## src/rtl/sel_ctrl_if.sv

```systemverilog
// Selector bus: raw pushbuttons, wrap mode and data inputs toward the selector;
// selected bit, current index and change strobe back to the datapath.
interface sel_ctrl_if #(
   parameter int unsigned WIDTH = 16
);
   localparam int unsigned SW = $clog2(WIDTH);

   logic [1:0]       pb;
   logic             wrap;
   logic [WIDTH-1:0] in;
   logic             out;
   logic [SW-1:0]    sel;
   logic             changed;

   modport master (output pb, wrap, in, input out, sel, changed);
   modport slave  (input pb, wrap, in, output out, sel, changed);
endinterface

```

## src/rtl/sel_ctrl.sv

```systemverilog
// Pushbutton-driven input selector: synchronise and debounce two active-low buttons,
// step an index up/down/home on press events. SEL_CTRL_AUTOREPEAT_EN adds hold auto-repeat.
module sel_ctrl #(
   parameter int unsigned WIDTH           = 16,
   parameter int unsigned DEBOUNCE_CYCLES = 50000
`ifdef SEL_CTRL_AUTOREPEAT_EN
   ,
   parameter int unsigned REPEAT_DELAY    = 25000000,
   parameter int unsigned REPEAT_RATE     = 5000000
`endif
) (
   input  logic      clk,
   input  logic      rst_n,
   sel_ctrl_if.slave bus
);

   localparam int unsigned SW = $clog2(WIDTH);
   localparam int unsigned CW = $clog2(DEBOUNCE_CYCLES);
   localparam logic [SW-1:0] SEL_MAX = SW'(WIDTH - 1);

   typedef enum logic [1:0] {
      STEP_NONE,
      STEP_DOWN,
      STEP_UP,
      STEP_HOME
   } step_e;

   logic [1:0]    sync1_q;
   logic [1:0]    sync2_q;
   logic [1:0]    stable_lvl;
   logic [1:0]    stable_prev_q;
   logic [1:0]    press;
   logic [SW-1:0] sel_q;
   logic [SW-1:0] sel_d;
   logic          chg_pend_q;
   logic          changed_q;
   logic          rpt_fire_c;
   step_e         step_c;

   // Two-flop synchronisers, reset to the released level
   always_ff @(posedge clk) begin
      if (!rst_n) begin
         sync1_q <= 2'b11;
         sync2_q <= 2'b11;
      end else begin
         sync1_q <= bus.pb;
         sync2_q <= sync1_q;
      end
   end

   // Per-button debouncer: accept a new level after DEBOUNCE_CYCLES disagreeing cycles
   for (genvar g = 0; g < 2; g++) begin : g_db
      logic [CW-1:0] cnt_q;
      logic          lvl_q;

      always_ff @(posedge clk) begin
         if (!rst_n) begin
            cnt_q <= '0;
            lvl_q <= 1'b1;
         end else if (sync2_q[g] == lvl_q) begin
            cnt_q <= '0;
         end else if (cnt_q == CW'(DEBOUNCE_CYCLES - 1)) begin
            lvl_q <= sync2_q[g];
            cnt_q <= '0;
         end else begin
            cnt_q <= cnt_q + CW'(1);
         end
      end

      assign stable_lvl[g] = lvl_q;
   end

   assign press = stable_prev_q & ~stable_lvl;

`ifdef SEL_CTRL_AUTOREPEAT_EN
   localparam int unsigned RPT_MAX = (REPEAT_DELAY > REPEAT_RATE) ? REPEAT_DELAY : REPEAT_RATE;
   localparam int unsigned RW      = $clog2(RPT_MAX + 1);

   typedef enum logic [1:0] {
      RPT_IDLE,
      RPT_DELAY,
      RPT_RATE
   } rpt_state_e;

   rpt_state_e    rpt_state_q;
   rpt_state_e    rpt_state_d;
   logic [RW-1:0] rpt_cnt_q;
   logic [RW-1:0] rpt_cnt_d;
   logic          one_low;

   assign one_low = ^stable_lvl;

   always_ff @(posedge clk) begin
      if (!rst_n) begin
         rpt_state_q <= RPT_IDLE;
         rpt_cnt_q   <= '0;
      end else begin
         rpt_state_q <= rpt_state_d;
         rpt_cnt_q   <= rpt_cnt_d;
      end
   end

   // Hold timer starts at the press event; only a single held button repeats
   always_comb begin
      rpt_state_d = rpt_state_q;
      rpt_cnt_d   = rpt_cnt_q;
      rpt_fire_c  = 1'b0;
      if (!one_low) begin
         rpt_state_d = RPT_IDLE;
         rpt_cnt_d   = '0;
      end else if (|press) begin
         rpt_state_d = RPT_DELAY;
         rpt_cnt_d   = RW'(1);
      end else begin
         case (rpt_state_q)
            RPT_DELAY: begin
               if (rpt_cnt_q == RW'(REPEAT_DELAY)) begin
                  rpt_fire_c  = 1'b1;
                  rpt_cnt_d   = RW'(1);
                  rpt_state_d = RPT_RATE;
               end else begin
                  rpt_cnt_d = rpt_cnt_q + RW'(1);
               end
            end
            RPT_RATE: begin
               if (rpt_cnt_q == RW'(REPEAT_RATE)) begin
                  rpt_fire_c = 1'b1;
                  rpt_cnt_d  = RW'(1);
               end else begin
                  rpt_cnt_d = rpt_cnt_q + RW'(1);
               end
            end
            default: ;
         endcase
      end
   end
`else
   assign rpt_fire_c = 1'b0;
`endif

   // Press resolution: both buttons down homes, otherwise down has priority over up
   always_comb begin
      step_c = STEP_NONE;
      if (|press) begin
         if (~|stable_lvl) begin
            step_c = STEP_HOME;
         end else if (press[0]) begin
            step_c = STEP_DOWN;
         end else begin
            step_c = STEP_UP;
         end
      end else if (rpt_fire_c) begin
         step_c = stable_lvl[0] ? STEP_UP : STEP_DOWN;
      end
   end

   always_comb begin
      sel_d = sel_q;
      case (step_c)
         STEP_DOWN: begin
            if (sel_q == '0) begin
               sel_d = bus.wrap ? SEL_MAX : '0;
            end else begin
               sel_d = sel_q - SW'(1);
            end
         end
         STEP_UP: begin
            if (sel_q == SEL_MAX) begin
               sel_d = bus.wrap ? '0 : SEL_MAX;
            end else begin
               sel_d = sel_q + SW'(1);
            end
         end
         STEP_HOME: sel_d = SEL_MAX;
         default:   ;
      endcase
   end

   // Index register; the change strobe trails the new index by one cycle
   always_ff @(posedge clk) begin
      if (!rst_n) begin
         stable_prev_q <= 2'b11;
         sel_q         <= SEL_MAX;
         chg_pend_q    <= 1'b0;
         changed_q     <= 1'b0;
      end else begin
         stable_prev_q <= stable_lvl;
         sel_q         <= sel_d;
         chg_pend_q    <= (sel_d != sel_q);
         changed_q     <= chg_pend_q;
      end
   end

   assign bus.sel     = sel_q;
   assign bus.changed = changed_q;
   assign bus.out     = bus.in[sel_q];

endmodule

```

## src/flat_wrapper.sv

```systemverilog
// flat-port wrapper written by rule: the top's interface ports become plain ports
module sel_ctrl_flat 
#(
   parameter int unsigned WIDTH           = 16,
   parameter int unsigned DEBOUNCE_CYCLES = 50000

)
  (clk, rst_n, bus_pb, bus_wrap, bus_in, bus_out, bus_sel, bus_changed);
  sel_ctrl_if #(.WIDTH(WIDTH)) bus_i ();
  input  logic clk;
  input  logic rst_n;
  input wire logic [$bits(bus_i.pb)-1:0] bus_pb;
  input wire logic [$bits(bus_i.wrap)-1:0] bus_wrap;
  input wire logic [$bits(bus_i.in)-1:0] bus_in;
  output wire logic [$bits(bus_i.out)-1:0] bus_out;
  output wire logic [$bits(bus_i.sel)-1:0] bus_sel;
  output wire logic [$bits(bus_i.changed)-1:0] bus_changed;
  assign bus_i.pb = bus_pb;
  assign bus_i.wrap = bus_wrap;
  assign bus_i.in = bus_in;
  assign bus_out = bus_i.out;
  assign bus_sel = bus_i.sel;
  assign bus_changed = bus_i.changed;
  sel_ctrl #(.WIDTH(WIDTH), .DEBOUNCE_CYCLES(DEBOUNCE_CYCLES)) u_core (.clk(clk), .rst_n(rst_n), .bus(bus_i));
endmodule
```

## config.mk

```make
export PLATFORM = sky130hd
export DESIGN_NAME = sel_ctrl_flat
export DESIGN_NICKNAME = d
export VERILOG_FILES = /design/src/rtl/sel_ctrl_if.sv /design/src/rtl/sel_ctrl.sv /design/src/flat_wrapper.sv
export SDC_FILE = /design/constraint.sdc
export NUM_CORES = 1
export LEC_CHECK = 0
export CORE_MARGIN = 2
export CORE_UTILIZATION = 30
export CTS_CLUSTER_SIZE = 24
export DETAILED_ROUTE_END_ITERATION = 6
export DONT_BUFFER_PORTS = 1
export HOLD_SLACK_MARGIN = 0.12
export PLACE_DENSITY = 0.46
export RECOVER_POWER = 25
export SLEW_MARGIN = 20
export SYNTH_ARGS = -nofsm -noshare
export SYNTH_HDL_FRONTEND = slang
export SYNTH_SLANG_ARGS = --single-unit
```

## constraint.sdc

```tcl
create_clock -name clk -period 4 [get_ports clk]
set_clock_uncertainty 0.2 [all_clocks]
set_input_delay 0.6 -clock clk [delete_from_list [all_inputs] [get_ports clk]]
set_output_delay 0.6 -clock clk [all_outputs]
set_load 0.01 [all_outputs]
```

== Word level (Yosys, flattened, before mapping) ==
Cells that the tools add are included.
W data, S select, Z words.
Cells by class
  add/subtract/negate cells: 4
  order comparisons: 1
  equal/unequal tests: 9
  mux-type cells: 10
  bitwise logic cells: 5
  reduce and logical (&&, ||, !) cells: 7
Operator list (count)
  $add A16 B1 Y16 const B: 2
  $eq A16 B16 Y1 const B: 2
  $mux W4: 4
  $pmux W4 S3: 1
  $mux W2: 3
  $reduce_or A3 Y1: 2
  $lt A4 B5 Y1 const B: 1
  $add A4 B1 Y4 const B: 1
  $bmux W1 S4: 1
  $eq A2 B2 Y1 const B: 2
  $eq A4 B4 Y1 const B: 1
  $logic_not A4 Y1: 1
  $ne A4 B4 Y1: 1
  $reduce_and A2 Y1: 2
  $reduce_or A2 Y1: 2
  $sub A4 B1 Y4 const B: 1
  $not A1 Y1: 3
  $and A2 B2 Y2: 1
  $eq A1 B1 Y1: 2
  $eq A2 B1 Y1 const B: 1
  $not A2 Y2: 1
  $mux W1: 1
Storage, ports and cells
  register bits after elaboration: 46
  output and inout bits: 6

== Depth between registers and ports, before layout ==
Gate-level depths: netlist of run 1.
  depth after elaboration: 8
  gate-level depth with buffers: 9
  gate-level depth less buffers: 8

== Worst setup path before layout of run 1 ==
OpenSTA, ideal clock, no wires.
  kind: reg2out
  from: register u_core.sel_q[0] (netlist: u_core.bus.sel[0])
  to: output port bus_out
  data arrival time: 1.566 ns
  required time: 3.200 ns
  path slack: 1.634 ns
  stages on the path, launching flop included: 6
  path buffers: 1
  path through: dfxtp_1 > buf_2 > mux4_2 > and2_1 > a211oi_1 > a21oi_1
On the way
  longest elaborated chain between the ends: 2
Ends and longest elaborated chain
  start: declaration: RTL line sel_ctrl.sv:33  | logic [SW-1:0] sel_q;
  start signal: assignment: RTL line sel_ctrl.sv:188  | sel_q <= sel_d;
  $bmux W1 S4: RTL line sel_ctrl.sv:196  | assign bus.out = bus.in[sel_q];
  $mux W1 (not written as such): RTL line sel_ctrl.sv:196
  end: declaration: RTL line flat_wrapper.sv:15  | output wire logic [$bits(bus_i.out)-1:0] bus_out;
Every way passes these cells. The select of a mux whose other input is x is not followed.

== Worst setup path after layout of run 1 ==
Same ends and word-level chain as after synthesis.

==> summary.md, run 1 <==
| Metric | Value |
|---|---|
| Register-to-Register Setup Slack | approximately 1.6 ns |
| Ys flop type | sky130_fd_sc_hd__dfxtp_1 |
| Max rail drop VDD | 134 µV |
| Post-route setup TNS | 0 ns |
| Cell Pwr Density | between 300 and 400 nW/µm² |
| Height of the chip | a little over 90 µm |
| Final critical delay including setup and external delays | between 2 and 3 ns |
| Seq/Total Area, Yosys | 0.402 |
| Area grow syn2layout | 7.48% |
| Worst-Margin Slew | roughly 0.65 ns |
| Synthesized cell area | ~2300 µm² |
| Maximum number of pins on one net before global-route repair | 17 |
| Net switching power | 180 µW |
| Number of routed nets with antenna violations | 0 |
| Number of standard-cell rows in the floorplan | 31 |
| Antenna diode instance count | 0 |
| Logic gate share of total power | 0.015 |
| Count of clock tree sinks | 46 |
| Number of enable-type register cells in the synthesized netlist | 0 |
| Vias | roughly 1700 |
| Endpoints failing setup | 0 |
| Ratio of cells with drive above 1 in the final layout | 0.0902 |
| Pins over their slew limit | 0 |
| Width of the chip | roughly 91 µm |
| Clock tree from TritonCTS | yes |
| Starting Density | 0.313 |
| Remaining design rule violation count | 0 |
| YS warnings | 0 |
| Sw frac | 0.215 |
| Die area | between 8000 and 9000 µm² |
| Sort of element at the end of the critical path | primary output |
| Average footprint of a synthesized cell | ~9 µm² |
| Unique masters post-synth | 54 |
| Number of register bits inferred by synthesis | 46 |
| Critical Path RT | 3.20 ns |
| Area of the placeable core | around 7300 µm² |
| Period utilisation layout | 0.715 |
| Number of post-CTS setup repair buffers | 0 |
| Status | completed |
| Grt ovf | 0 |
| Number of nets in the synthesized netlist | 280 |
| Number of input and output port buffers inserted | 0 |
| FFs w/ async S/R, synth | 0 |
| Tot GR Track Use | 0.106 |
| CTS root buf | sky130_fd_sc_hd__clkbuf_8 |
| RePlAce Congestion | 0.746 |
| Number of iterations in the first detailed-routing pass | 4 |
| Number of buffers inserted during clock tree synthesis | 5 |
| Post-CTS clock slew at the launch and capture registers of the worst setup and hold paths | approximately 0.10 ns |
| Maximum root-to-sink buffer count | 2 |
| Critical-path maximum fanout | 12 |
| H-tree depth | 2 |
| Overall Power | ~840 µW |
| Worst setup path category | reg -> out |
| Min setup slack post-route | ~1.1 ns |
| Worst EP arrival | approximately 2.1 ns |
| Setup repair after global routing missed its margin | no |
| Count of fill cells added during filler insertion | between 700 and 800 |
| Post-layout utilization of the core | 0.336 |
| Storage element area | 921 µm² |
| Vias/cell | approximately 4.7 |
| Fmax | 349 MHz |
| Clock share of power | 0.435 |
| Number of hold-repair buffers added at the cts stage | 0 |
| Design internal power | 657 µW |
| Hold crit path type | in -> reg |
| Worst Setup Start Kind | flip-flop |
| Number of standard cells after synthesis | ~260 |
| Cell leakage power | between 0.0008 and 0.0009 µW |
| DRT iter0 DRCs | 65 |
| Minimum hold slack | roughly 0.15 ns |
| Worst-Skew Late Latency | around 0.31 ns |
| Hold violation count in the final report | 0 |
| Max-slew headroom | 0.569 |
| I/O pin count | 27 |
| Global-route wire length before repair | 7.39 mm |
| Antenna violations before repair | 0 |
| Most common library cell in the layout ignoring fill and taps | sky130_fd_sc_hd__dfxtp_1 |
| Via count of the first global-routing pass | around 1600 |
| Setup WS pre-CTS | roughly 1.5 ns |
| Commonest cells after routing, fill and taps aside | sky130_fd_sc_hd__dfxtp_1, sky130_fd_sc_hd__nor2_1, sky130_fd_sc_hd__nand2_1 |
| Number of max-capacitance violations reported | 0 |
| HPWL reported at the end of detailed placement | 2.97 mm |
| Post-CTS Resized | 0 |
| Part of the total power dissipated in sequential elements | 0.551 |
| Multi-input combinational cell area | roughly 1300 µm² |
| Final nets | about 280 |
| Avg WL per Cell | 12.1 µm |
| Total Wirelength | approximately 4.3 mm |
[critical path, cell delays in order, from the launching register on]
cell	delay [ns]
sky130_fd_sc_hd__dfxtp_1	0.71
sky130_fd_sc_hd__mux4_2	0.57
sky130_fd_sc_hd__and2_1	0.16
sky130_fd_sc_hd__a211oi_1	0.21
sky130_fd_sc_hd__a21oi_1	0.11
[path summary, 6_finish.rpt]
kind                      from                    to  cells past startpoint
min                      rst_n  u_core.g_db[1].lvl_q                      1
max reg2reg  u_core.bus.sel[0]     u_core.chg_pend_q                      8
max          u_core.bus.sel[0]               bus_out                      4
min reg2reg  u_core.sync1_q[1]     u_core.sync2_q[1]                      1
[logic make-up (layout without fill, tap and decap cells)]
group,after synthesis,count (layout),synth area share
multiplexers,8,8,0.0568
XOR/XNOR,29,29,0.111
adder cells (fa/ha/maj),4,4,0.0218
buffers and inverters,16,16,0.0437
flip-flops,46,46,0.402
AND/OR/NAND/NOR,122,122,0.274
AO/OA/AOI/OAI,30,30,0.0907
[state kept, by name, summed over array words and instances, names as in the netlist]
| signal | flops |
|---|---|
| u_core.chg_pend_q | 1 |
| u_core.bus.sel | 4 |
| u_core.sync1_q | 2 |
| u_core.stable_prev_q | 2 |
| u_core.sync2_q | 2 |
| u_core.bus.changed | 1 |
| u_core.g_db.cnt_q | 32 |
| u_core.g_db.lvl_q | 2 |
[per-stage QoR]
step / instances / cell area (µm²)
floorplan: 255 / 2290
global placement: 346 / 2340
detailed placement: 346 / 2340
CTS: 354 / 2460
global route: 354 / 2460
finish: 354 / 2460
[final cells by class]
type,instances,area share
flip-flops and latches,46,0.374
clock buffers,5,0.0279
well taps,99,0.0503
inverters,8,0.0122
multi-input cells,193,0.516
clock inverters,3,0.0198
[power by group through the flow]
stage	Combinational (µW)	Clock, µW	Sequential, µW
global placement	12.3	0	472
detailed placement	12.4	0	472
finish	12.2	364	461
floorplan	14.5	0	472
CTS	12.5	380	461
global route	14.2	396	462
[cell usage after synthesis, drive strengths merged (6+ instances only)]
master,instances,area (µm²)
nor2,43,164
dfxtp,46,921
and3,7,43.8
a21oi,7,35.0
inv,8,30.0
nand2b,6,37.5
nand2,22,82.6
nand3,12,65.1
o21ai,7,38.8
xor2,20,175
xnor2,9,78.8
[metal layers]
metal,global-route usage,part of all wire,vias up
met5,0,0,-
met4,0.0227,0.0054,0
met3,0.0274,0.024,5
met2,0.164,0.42,19
met1,0.148,0.55,762
li1,-,-,884
No activity file was read; power rests on OpenSTA's default activity.
==> run 2: changes to the inputs <==
--- a/config.mk
+++ b/config.mk
@@ -11,7 +11,7 @@
 export DETAILED_ROUTE_END_ITERATION = 6
 export DONT_BUFFER_PORTS = 1
 export HOLD_SLACK_MARGIN = 0.12
-export PLACE_DENSITY = 0.46
+export PLACE_DENSITY = 0.47
 export RECOVER_POWER = 25
 export SLEW_MARGIN = 20
 export SYNTH_ARGS = -nofsm -noshare
==> constraint.sdc (replaced) <==
create_clock -name clk -period 2.5 [get_ports clk]
set_clock_uncertainty 0.2 [all_clocks]
set_input_delay 0.375 -clock clk [delete_from_list [all_inputs] [get_ports clk]]
set_output_delay 0.375 -clock clk [all_outputs]
set_load 0.01 [all_outputs]
==> run 2 against run 1 <==
Net effect: power grew 46%; flip-flop and latch count did not move; sequential share of layout area is 0.64 points lower; setup slack worse by 0.99 ns; clock power increased by 25%; via count up 5.3%; clock-buffer cell count unchanged; critical path depth is the same; die area is the same; largest power group unchanged.
==> summary.md, run 2 (synthesis gave the netlist of run 1 again) <==
| Metric | Value |
|---|---|
| Status | completed |
| Clock share of power | 0.373 (-0.062) |
| HPWL reported at the end of detailed placement | 3.16 mm (+6.2%) |
| Capturing point of the worst reg2reg path | u_core.chg_pend_q |
| Avg WL per Cell | 12.3 µm (+1.6%) |
| Hold violation count in the final report | 0 (unchanged) |
| Net switching power | 272 µW (+51%) |
| Worst setup path category | reg -> out |
| Hold path depth | 3 (+2) |
| Endpoints failing setup | 0 (unchanged) |
| Min setup slack post-route | 0.149 ns (-0.990 ns) |
| Number of iterations in the first detailed-routing pass | 4 (unchanged) |
| Final critical delay including setup and external delays | around 2.4 ns |
| Most common library cell in the layout ignoring fill and taps | sky130_fd_sc_hd__dfxtp_1 |
| Area of the placeable core | 7330 µm² (unchanged) |
| Part of the total power dissipated in sequential elements | 0.605 (+0.054) |
| Design internal power | 947 µW (+44%) |
| Number of input and output port buffers inserted | 0 (unchanged) |
| Maximum root-to-sink buffer count | 2 (unchanged) |
| Register-to-Register Setup Slack | 0.25 ns (-1.30 ns) |
| Post-layout utilization of the core | 0.342 (+0.00632) |
| DRT iter0 DRCs | 96 (+48%) |
| Critical-path maximum fanout | 11 (-1) |
| Critical Path RT | 1.92 ns (-1.28 ns) |
| Vias | 1759 (+5.3%) |
| Flip-flop count of the largest register, all copies and words added | 32 (unchanged) |
| Worst Setup Start Kind | flip-flop |
| Ratio of cells with drive above 1 in the final layout | 0.114 (+0.0234) |
| Vias/cell | 4.85 (+2.7%) |
| Pins over their slew limit | 0 (unchanged) |
| Period utilisation layout | 0.940 |
| Sort of element at the end of the critical path | primary output |
| Sw frac | 0.223 (+0.00824) |
| RePlAce Congestion | 0.860 (+15%) |
| Length in cells of the worst reg-to-reg path | 8 (unchanged) |
| Launch instance of the worst min-delay path | bus_wrap |
| Post-CTS clock slew at the launch and capture registers of the worst setup and hold paths | 0.09 ns (about the same) |
| Worst-Margin Slew | 0.538 ns (-0.108 ns) |
| Number of max-capacitance violations reported | 0 (unchanged) |
| Logic gate share of total power | 0.022 (+0.007) |
| Cell Pwr Density | 486 nW/µm² (+43%) |
| Clock tree from TritonCTS | yes |
| Worst EP arrival | 1.78 ns (-0.28 ns) |
| Remaining design rule violation count | 0 (unchanged) |
| Global-route wire length before repair | 7.67 mm (+3.7%) |
| Setup WS pre-CTS | 0.198 ns (-1.27 ns) |
| Startpoint of the worst register-to-register path | u_core.bus.sel[0] |
| Number of routed nets with antenna violations | 0 (unchanged) |
| Tot GR Track Use | 0.109 (+0.00309) |
| Commonest cells after routing, fill and taps aside | sky130_fd_sc_hd__dfxtp_1, sky130_fd_sc_hd__nor2_1, sky130_fd_sc_hd__nand2_1 |
| Worst-Skew Late Latency | 0.30 ns (about the same) |
| Max rail drop VDD | 250 µV (+87%) |
| Antenna diode instance count | 0 (unchanged) |
| Final nets | 288 (+3.2%) |
| Starting Density | 0.313 (unchanged) |
| Destination of the worst hold path | u_core.bus.sel[0] |
| CTS root buf | sky130_fd_sc_hd__clkbuf_8 |
| Most flop-heavy register | u_core.g_db.cnt_q |
| H-tree depth | 2 (unchanged) |
| Overall Power | 1220 µW (+46%) |
| Hold crit path type | in -> reg |
| Total Wirelength | 4.45 mm (+4.1%) |
| Setup repair after global routing missed its margin | no |
| Cell leakage power | 0.000908 µW (+3.3%) |
| Number of post-CTS setup repair buffers | 0 (unchanged) |
| Count of clock tree sinks | 46 (unchanged) |
| Number of buffers inserted during clock tree synthesis | 5 (unchanged) |
| Number of standard-cell rows in the floorplan | 31 (unchanged) |
| Total placed cells including tap cells | 352 (+1.7%) |
| Via count of the first global-routing pass | 1627 (+0.68%) |
| Fmax | between 400 and 500 MHz |
| Width of the chip | 91.4 µm (unchanged) |
| Height of the chip | 91.4 µm (unchanged) |
| Max-slew headroom | 0.640 (+0.0715) |
| Post-route setup TNS | 0 ns (unchanged) |
| Non-Filler Instances | 363 (+2.5%) |
| Area grow syn2layout | 9.50% |
| Maximum number of pins on one net before global-route repair | 17 (unchanged) |
| Die area | 8350 µm² (unchanged) |
| Antenna violations before repair | 0 (unchanged) |
| I/O pin count | 27 (unchanged) |
| Grt ovf | 0 (unchanged) |
-- run 2: cell types whose count changed in the layout (fill, tap and decap cells not counted), sizes merged --
cell,previous run,this run
bufinv,1,0
clkinvlp,1,0
buf,0,6
dlygate4sd3,0,3
clkinv,0,2
-- run 2: routing by layer --
metal	track usage	wire length, µm	vias to the layer above
met5	0	0	-
met4	0.0354	64	0
met2	0.172	2020	42
met1	0.148	2180	809
li1	-	-	900
met3	0.0241	185	8
-- run 2: power groups by stage --
stage	Sequential [µW]	Combinational, µW	Clock [µW]
floorplan	755	23.3	0
detailed placement	755	20.6	0
CTS	738	27.8	481
global placement	755	20.6	0
finish	738	27.4	455
global route	739	30.6	509
-- run 2: worst max path at each step --
| stage | to | startpoint | cells past startpoint | slack, ns |
|---|---|---|---|---|
| finish | bus_out | u_core.bus.sel[2] | 4 | 0.15 |
| global placement | u_core.chg_pend_q | u_core.bus.sel[0] | 8 | 0.25 |
| global route | u_core.chg_pend_q | u_core.bus.sel[0] | 8 | 0.06 |
| detailed placement | u_core.chg_pend_q | u_core.bus.sel[0] | 8 | 0.20 |
| floorplan | u_core.chg_pend_q | u_core.bus.sel[0] | 9 | 0.26 |
| CTS | bus_out | u_core.bus.sel[0] | 4 | 0.02 |
-- run 2: repair_timing --
action	in CTS	in global routing
endpoints found under the hold margin	14	0
setup endpoints to repair	0	2
gates resized for setup	0	1
hold buffers	3	0
-- run 2: final cells by class --
| cell class | count | area [µm²] |
|---|---|---|
| tap | 99 | 124 |
| inverter | 8 | 30.0 |
| sequential | 46 | 922 |
| multi-input combinational | 193 | 1270 |
| clock buffer | 5 | 68.8 |
| clock inverter | 3 | 18.8 |
| fill | 766 | 4820 |
| timing repair buffer | 9 | 75.1 |
-- run 2: through the flow --
step	cell area, µm²	hold WS [ns]
6_report	2510	0.164
5_1_grt	2510	0.196
4_1_cts	2510	0.163
3_5_place_dp	2390	0.193
3_3_place_gp	2390	0.197
2_1_floorplan	2290	0.186
-- run 2: worst max-delay path, stage by stage (launching register included) --
cell and delay [ns]:
sky130_fd_sc_hd__dfxtp_1 0.64, sky130_fd_sc_hd__mux4_2 0.37, sky130_fd_sc_hd__and2_1 0.17, sky130_fd_sc_hd__a211oi_1 0.20, sky130_fd_sc_hd__a21oi_1 0.11
